File: config.mk
export PLATFORM = sky130hd
export DESIGN_NAME = tile_sequencer
export DESIGN_NICKNAME = d
export VERILOG_FILES = /design/src/rtl/tile_sequencer.sv
export SDC_FILE = /design/constraint.sdc
export NUM_CORES = 1
export LEC_CHECK = 0
export CORE_MARGIN = 3
export CORE_UTILIZATION = 40
export DETAILED_ROUTE_END_ITERATION = 8
export HOLD_SLACK_MARGIN = 0.05
export SLEW_MARGIN = 20
export SYNTH_ARGS = -nofsm -noshare
export SYNTH_HDL_FRONTEND = slang
export SYNTH_SLANG_ARGS = --single-unit
File: constraint.sdc
create_clock -name clk -period 10.05 [get_ports clk]
set_clock_uncertainty 0.15 [all_clocks]
set_input_delay 1.005 -clock clk [delete_from_list [all_inputs] [get_ports clk]]
set_output_delay 1.005 -clock clk [all_outputs]
set_load 0.02 [all_outputs]
File: src/rtl/tile_sequencer.sv
// Tile sequencer: splits an MxN job into WxW tiles, issues one command per
// tile to the control unit in row-major order and waits for all completions.
module tile_sequencer #(
  parameter int unsigned ADDR_WIDTH           = 10,
  parameter int unsigned SYSTOLIC_ARRAY_WIDTH = 16
) (
  input  logic                  clk,
  input  logic                  rst,
  input  logic                  job_valid,
  output logic                  job_ready,
  input  logic [7:0]            job_m,
  input  logic [7:0]            job_n,
  input  logic [4:0]            job_k,
  input  logic [ADDR_WIDTH-1:0] base_a,
  input  logic [ADDR_WIDTH-1:0] base_b,
  input  logic [ADDR_WIDTH-1:0] base_c,
  input  logic [ADDR_WIDTH-1:0] base_d,
  input  logic [ADDR_WIDTH-1:0] stride_a,
  input  logic [ADDR_WIDTH-1:0] stride_b,
  output logic                  cmd_valid,
  input  logic                  cmd_ready,
  output logic [63:0]           cmd_data,
  input  logic                  tile_done,
  output logic                  busy,
  output logic                  job_done,
  output logic                  job_error,
  output logic [8:0]            tiles_issued
);

  localparam int unsigned W  = SYSTOLIC_ARRAY_WIDTH;
  localparam int unsigned AF = 10;
  localparam logic [7:0]            W8 = 8'(W);
  localparam logic [5:0]            WK = 6'(W);
  localparam logic [ADDR_WIDTH-1:0] WA = ADDR_WIDTH'(W);

  typedef enum logic [2:0] {
    S_IDLE,
    S_CHECK,
    S_CALC,
    S_ISSUE,
    S_DRAIN
  } state_t;

  state_t state_q;

  logic                  job_ready_q;
  logic                  cmd_valid_q;
  logic [63:0]           cmd_data_q;
  logic                  busy_q;
  logic                  job_done_q;
  logic                  job_error_q;
  logic [8:0]            tiles_issued_q;
  logic [8:0]            done_cnt_q;

  // Latched job context
  logic [7:0]            tiles_m_q;
  logic [7:0]            tiles_n_q;
  logic [7:0]            last_m_q;
  logic [7:0]            last_n_q;
  logic [8:0]            total_q;
  logic [4:0]            k_q;
  logic [ADDR_WIDTH-1:0] base_b_q;
  logic [ADDR_WIDTH-1:0] base_c_q;
  logic [ADDR_WIDTH-1:0] stride_a_q;
  logic [ADDR_WIDTH-1:0] stride_b_q;

  // Tile indices and running addresses for the current tile
  logic [7:0]            mi_q;
  logic [7:0]            ni_q;
  logic [ADDR_WIDTH-1:0] acc_a_q;
  logic [ADDR_WIDTH-1:0] acc_b_q;
  logic [ADDR_WIDTH-1:0] acc_c_q;
  logic [ADDR_WIDTH-1:0] acc_d_q;

  logic [7:0]  tiles_m_d;
  logic [7:0]  tiles_n_d;
  logic [7:0]  last_m_d;
  logic [7:0]  last_n_d;
  logic [8:0]  total_d;
  logic        last_mi;
  logic        last_ni;
  logic [7:0]  cur_len_m;
  logic [7:0]  cur_len_n;
  logic [63:0] cmd_d;
  logic [8:0]  done_next;
  logic        job_bad;

  // Tile geometry derived from the offered job, captured on acceptance
  always_comb begin
    tiles_m_d = 8'((32'(job_m) + W - 1) / W);
    tiles_n_d = 8'((32'(job_n) + W - 1) / W);
    last_m_d  = ((32'(job_m) % W) == 0) ? W8 : 8'(32'(job_m) % W);
    last_n_d  = ((32'(job_n) % W) == 0) ? W8 : 8'(32'(job_n) % W);
    total_d   = 9'(16'(tiles_m_d) * 16'(tiles_n_d));
  end

  // Current-tile command word and job sanity check
  always_comb begin
    last_mi   = (mi_q == tiles_m_q - 8'd1);
    last_ni   = (ni_q == tiles_n_q - 8'd1);
    cur_len_m = last_mi ? last_m_q : W8;
    cur_len_n = last_ni ? last_n_q : W8;
    cmd_d     = {AF'(acc_d_q), AF'(acc_c_q), AF'(acc_b_q), AF'(acc_a_q),
                 cur_len_n, 8'(k_q), cur_len_m};
    done_next = done_cnt_q + 9'(tile_done);
    job_bad   = (tiles_m_q == 8'd0) || (tiles_n_q == 8'd0) ||
                (k_q == 5'd0) || ({1'b0, k_q} > WK);
  end

  // Sequencer FSM with registered outputs
  always_ff @(posedge clk) begin
    if (rst) begin
      state_q        <= S_IDLE;
      job_ready_q    <= 1'b1;
      cmd_valid_q    <= 1'b0;
      cmd_data_q     <= '0;
      busy_q         <= 1'b0;
      job_done_q     <= 1'b0;
      job_error_q    <= 1'b0;
      tiles_issued_q <= '0;
      done_cnt_q     <= '0;
      tiles_m_q      <= '0;
      tiles_n_q      <= '0;
      last_m_q       <= '0;
      last_n_q       <= '0;
      total_q        <= '0;
      k_q            <= '0;
      base_b_q       <= '0;
      base_c_q       <= '0;
      stride_a_q     <= '0;
      stride_b_q     <= '0;
      mi_q           <= '0;
      ni_q           <= '0;
      acc_a_q        <= '0;
      acc_b_q        <= '0;
      acc_c_q        <= '0;
      acc_d_q        <= '0;
    end else begin
      job_done_q  <= 1'b0;
      job_error_q <= 1'b0;

      if (tile_done && (state_q inside {S_CALC, S_ISSUE, S_DRAIN})) begin
        done_cnt_q <= done_cnt_q + 9'd1;
      end

      case (state_q)
        S_IDLE: begin
          if (job_valid && job_ready_q) begin
            tiles_m_q      <= tiles_m_d;
            tiles_n_q      <= tiles_n_d;
            last_m_q       <= last_m_d;
            last_n_q       <= last_n_d;
            total_q        <= total_d;
            k_q            <= job_k;
            base_b_q       <= base_b;
            base_c_q       <= base_c;
            stride_a_q     <= stride_a;
            stride_b_q     <= stride_b;
            mi_q           <= '0;
            ni_q           <= '0;
            acc_a_q        <= base_a;
            acc_b_q        <= base_b;
            acc_c_q        <= base_c;
            acc_d_q        <= base_d;
            tiles_issued_q <= '0;
            done_cnt_q     <= '0;
            job_ready_q    <= 1'b0;
            busy_q         <= 1'b1;
            state_q        <= S_CHECK;
          end
        end

        S_CHECK: begin
          if (job_bad) begin
            job_error_q <= 1'b1;
            job_ready_q <= 1'b1;
            busy_q      <= 1'b0;
            state_q     <= S_IDLE;
          end else begin
            state_q <= S_CALC;
          end
        end

        S_CALC: begin
          cmd_data_q  <= cmd_d;
          cmd_valid_q <= 1'b1;
          state_q     <= S_ISSUE;
        end

        S_ISSUE: begin
          if (cmd_ready) begin
            cmd_valid_q    <= 1'b0;
            tiles_issued_q <= tiles_issued_q + 9'd1;
            acc_d_q        <= acc_d_q + WA;
            if (last_ni) begin
              ni_q    <= '0;
              acc_b_q <= base_b_q;
              acc_c_q <= base_c_q;
              if (last_mi) begin
                state_q <= S_DRAIN;
              end else begin
                mi_q    <= mi_q + 8'd1;
                acc_a_q <= acc_a_q + stride_a_q;
                state_q <= S_CALC;
              end
            end else begin
              ni_q    <= ni_q + 8'd1;
              acc_b_q <= acc_b_q + stride_b_q;
              acc_c_q <= acc_c_q + WA;
              state_q <= S_CALC;
            end
          end
        end

        S_DRAIN: begin
          if (done_next >= total_q) begin
            job_done_q  <= 1'b1;
            job_ready_q <= 1'b1;
            busy_q      <= 1'b0;
            state_q     <= S_IDLE;
          end
        end

        default: begin
          state_q     <= S_IDLE;
          job_ready_q <= 1'b1;
          busy_q      <= 1'b0;
          cmd_valid_q <= 1'b0;
        end
      endcase
    end
  end

  assign job_ready    = job_ready_q;
  assign cmd_valid    = cmd_valid_q;
  assign cmd_data     = cmd_data_q;
  assign busy         = busy_q;
  assign job_done     = job_done_q;
  assign job_error    = job_error_q;
  assign tiles_issued = tiles_issued_q;

endmodule

# After elaboration in Yosys (flattened, before gate mapping)
# Cells that the tools add are included.
# totals
word_cells,135
regBits,229
# op_classes
reduce_logical,23
magnitude_cmp,2
n_bitwise,4
add_sub_neg,15
mul,1
n_mux,53
eq_ne,12
# op_table
cell,n
$mux W10,12
$pmux W10 S2,4
$logic_not A32 Y1,2
$mux W8,8
$mux W9,5
$pmux W8 S2,2
$add A10 B10 Y10,2
$add A10 B5 Y10 const B,2
$sub A9 B1 Y10 const B,2
$add A8 B5 Y9 const B,2
$add A9 B1 Y9 const B,2
$pmux W9 S2,1
$add A8 B1 Y8 const B,2
$eq A8 B8 Y1,2
$logic_not A8 Y1,2
$sub A8 B1 Y8 const B,2
$mux W3,5
$pmux W3 S5,1
$mux W5,2
$ne A2 B2 Y1 const B,5
$add A9 B1 Y9,1
$ge A9 B9 Y1,1
$mul A8 B8 Y9,1
$mux W1,9
21 further kinds,33

# Depth between registers and ports, before layout
# depth
word_depth,6
depth_mapped,18

# Least setup slack after synthesis
# Ideal clock, no wire load.
# synth_timing
path_type,input to register
startpoint,in job_n[2]
endpoint,reg total_q[8]
setup_slack_ps,4968
arrival_time_ps,4847
cell_stages,18
path_cell_list,nor4_1 > nor2b_1 > nand3_1 > xor2_1 > nor2_1 > ha_1 > fa_1 > ha_1 > inv_1 > fa_1 > inv_1 > ha_1 > a21o_1 > a21oi_1 > o21bai_1 > a21oi_1 > xnor2_1 > a211oi_1
# synth_via
elab_chain_len,3
# synth_lines
item,line,text
start: declaration,12,"input logic [7:0] job_n,"
$add A8 B5 Y9,91,tiles_n_d = 8'((32'(job_n) + W - 1) / W);
$sub A9 B1 Y10,91,
$mul A8 B8 Y9,94,total_d = 9'(16'(tiles_m_d) * 16'(tiles_n_d));
end signal: assignment,153,total_q <= total_d;
end: declaration,60,logic [8:0] total_q;
# No other way between the ends.
# A chain may end at the register's enable or synchronous reset.

# Worst setup path in the final report
# Same ends and word-level chain as after synthesis.

==> flow_metrics.env <==
export IMPL_n_antenna_cell=0
export IMPL_cts_resized=0
export IMPL_r2r_start="state_q[1]$_SDFFE_PP0P_"
export IMPL_ys_top_cells_by_count="nand2_1, dfxtp_1, a21oi_1"
export IMPL_clock_sinks=211
export IMPL_max_cap_viol_count=0
export IMPL_fp_dieH_um=170
export IMPL_die_area_um2=28900
export IMPL_rsz0062_at_grt="no"
export IMPL_cts_root_buf="clkbuf_16"
export IMPL_grt_ovfl_total=0
export IMPL_holdPathStages=2
export IMPL_area_growth_pct=23.5
export IMPL_cts_post_setup_buffers_inserted=0
export IMPL_dpl_hpwl_mm=19.7
export IMPL_synthCells=1343
export IMPL_num_fill_cells=2601
export IMPL_cts_hold_buf=0
export IMPL_grt_use_total_pct=19.9
export IMPL_num_vias=9532
export IMPL_remaining_drc_errors=0
export IMPL_slew_violations=0
export IMPL_final_util_pct=50.6
export IMPL_async_reset_ff_share_pct=0
export IMPL_clkTransAtPathRegs_ns=0.06
export IMPL_routed_wl_mm=29.6
export IMPL_synth_cell_type_count=72
export IMPL_boundaryPins=164
export IMPL_cp_start_kind="input pin"
export IMPL_r2r_cells=9
export IMPL_synth_seq_cells=211
export IMPL_cp_slowest_cell="nor4_1"
export IMPL_yosysTopAreaCell="dfxtp_1"
export IMPL_critPathRequiredTime_ns=10.33
export IMPL_synth_area_per_cell_um2=8.02
export IMPL_netlist_area_um2=10800
export IMPL_clkLatencyLatePin_ns=0.52
export IMPL_cp_common_cell="ha_1"
export IMPL_synth_most_common_cell="nand2_1"
export IMPL_rows=59
export IMPL_synth_top_area_share_pct=39.2
export IMPL_drive_above_1_share_pct=5.49
export IMPL_detail_route_first_pass_iterations=6
export IMPL_setup_violations=0
export IMPL_tns_ns=0
export IMPL_gp_congestion=0.814
export IMPL_core_um2=26300
export IMPL_power_leakage_nw=4.98
export IMPL_viasPerCell=5.27
export IMPL_cts_tree="built"
export IMPL_fin_crit_ns=5.58
export IMPL_h_tree_depth=1
export IMPL_yosys_warnings=0
export IMPL_ir_drop_mv=0.101
export IMPL_synth_main_ff_cell="dfxtp_1"
export IMPL_avgRoutedWirePerCell_um=16.3
export IMPL_grt_pass1_wl_mm=47.7
export IMPL_synthTopCellsByArea="dfxtp_1, nand2_1, a21oi_1, ha_1, nor2_1"
export IMPL_io_buffers=154
export IMPL_max_slew_margin_pct=35.6
export IMPL_drt_iter0_drc=561
export IMPL_start_util_pct=41.0
export IMPL_path_max_fanout=6
export IMPL_timing_rr_end="mi_q[7]$_SDFFE_PP0P_"
export IMPL_outcome="complete, no violations"
export IMPL_cp_cell_sequence="clkdlybuf4s50_1 > nor4_1 > nor2b_1 > nand2_1 > xor2_1 > nor2_1 > ha_1 > fa_1 > ha_1 > inv_1 > fa_1 > inv_1 > ha_1 > a21o_1 > a21oi_1 > o21bai_1 > a21oi_1 > xnor2_1 > a211oi_1"
export IMPL_timing_fmax_ghz=0.179
export IMPL_ant_nets=0
export IMPL_tightest_slew_ns=0.967
export IMPL_holdPathEnd="cmd_data[47]$_SDFFE_PP0P_"
export IMPL_die_w_um=170
export IMPL_critPathCaptureType="flop"
export IMPL_grt_pass1_vias=9077
export IMPL_nets=1612
export IMPL_clk_path_buf_depth=3
export IMPL_synth_edff_count=0
export IMPL_worst_hold_slack_ns=0.296
export IMPL_finalHoldViolations=0
export IMPL_hold_path_class="flop to flop"
export IMPL_cts_buffers=24
export IMPL_r2r_slack_ns=6.76
export IMPL_arrival_ns=5.86
export IMPL_post_route_period_util_pct=55.5
export IMPL_grt_max_degree=85
export IMPL_crit_type="input pin to flop"
export IMPL_slowest_delay_ns=0.61
export IMPL_powerDensity_nw_per_um2=199
export IMPL_yosysSeqAreaShare_pct=39.2
export IMPL_min_from="acc_c_q[3]$_SDFFE_PP0P_"
export IMPL_grt_antenna_before_repair=0
-- through the flow --
step                cell area, um^2  std cells  power (W)  setup slack [ns]
floorplan                     10800       1351    0.00157              4.97
global placement              12500       1766    0.00177              4.17
detailed placement            12500       1766    0.00178              4.02
CTS                           13300       1810    0.00268              4.55
global route                  13300       1810    0.00283              4.22
finish                        13300       1810    0.00265              4.47
-- cell usage in the layout (no fill, tap or decap), types with 7 or more instances in the layout --
master | netlist | routed
nand2b_1 | 9 | 9
nor2_1 | 121 | 120
fa_1 | 11 | 11
mux2i_1 | 8 | 8
dfxtp_1 | 211 | 211
xor2_1 | 40 | 40
nand4_1 | 13 | 13
a21o_1 | 7 | 7
nor2b_1 | 9 | 8
clkbuf_16 | 0 | 24
and3_1 | 8 | 8
inv_1 | 49 | 49
conb_1 | 1 | 9
or3_1 | 9 | 9
nand3_1 | 34 | 34
nor3_1 | 34 | 34
buf_4 | 12 | 13
o21a_1 | 10 | 10
clkdlybuf4s50_1 | 0 | 153
clkbuf_1 | 58 | 7
a21oi_1 | 161 | 160
nand2_1 | 273 | 272
a211oi_1 | 25 | 25
o21ai_0 | 34 | 34
ha_1 | 58 | 58
xnor2_1 | 28 | 28
a22oi_1 | 7 | 7
a221oi_1 | 10 | 10
-- critical path: cells and delay by family --
family / cells / cell delay (ns)
simple gates: 4 / 1.05
fa+ha+maj: 5 / 1.84
xor+xnor: 2 / 0.54
compound gates: 5 / 0.88
buf+inv: 3 / 0.55
-- layout make-up --
class                   count  area (um^2)  share of cell area [%]
well taps                 335          419                    3.15
repair buffers            167         1640                    12.3
clock buffers              37          709                    5.33
clock inverters             7         98.8                   0.743
flip-flops and latches    211         4220                    31.7
inverters                  49          184                    1.38
multi-input cells        1004         6030                    45.3
-- metal layers --
layer,wire length [um],GRT usage (%)
met5,0,0
met4,657,5.01
met3,1900,4.69
met2,13000,31.3
met1,14000,27.8
-- kinds of logic (layout without fill, tap and decap cells) --
kind of cell | after synthesis | in the layout | synth area share, %
AO/OA/AOI/OAI | 301 | 301 | 17.6
XOR/XNOR | 68 | 68 | 5.53
adder cells (fa/ha/maj) | 69 | 69 | 8.78
buffers and inverters | 136 | 260 | 5.30
flip-flops | 211 | 211 | 39.2
multiplexers | 10 | 10 | 0.952
other | 1 | 9 | 0.0348
AND/OR/NAND/NOR | 547 | 547 | 22.6
-- state kept, by name (all words and copies together) (netlist names), 9 cells and up --
name,count
acc_a_q,10
acc_b_q,10
acc_c_q,10
acc_d_q,10
base_b_q,10
base_c_q,10
cmd_data,55
done_cnt_q,9
stride_a_q,10
stride_b_q,10
tiles_issued,9
total_q,9
-- worst max-delay path by stage --
stage                                    endpoint     start  depth (start not counted)
after global routing      total_q[8]$_SDFFE_PP0P_  job_n[3]                         19
after global placement    total_q[8]$_SDFFE_PP0P_  job_n[2]                         19
after floorplan           total_q[8]$_SDFFE_PP0P_  job_n[2]                         18
after CTS                 total_q[8]$_SDFFE_PP0P_  job_n[2]                         19
final                     total_q[8]$_SDFFE_PP0P_  job_n[2]                         19
after detailed placement  total_q[8]$_SDFFE_PP0P_  job_n[2]                         19
-- power breakdown --
part | internal (W) | leakage, nW | switching (W)
Sequential | 0.000943 | 1.72 | 0.0000887
Combinational | 0.000285 | 2.87 | 0.000444
Clock | 0.000537 | 0.394 | 0.000356
Power figures use the tool's default switching activity.
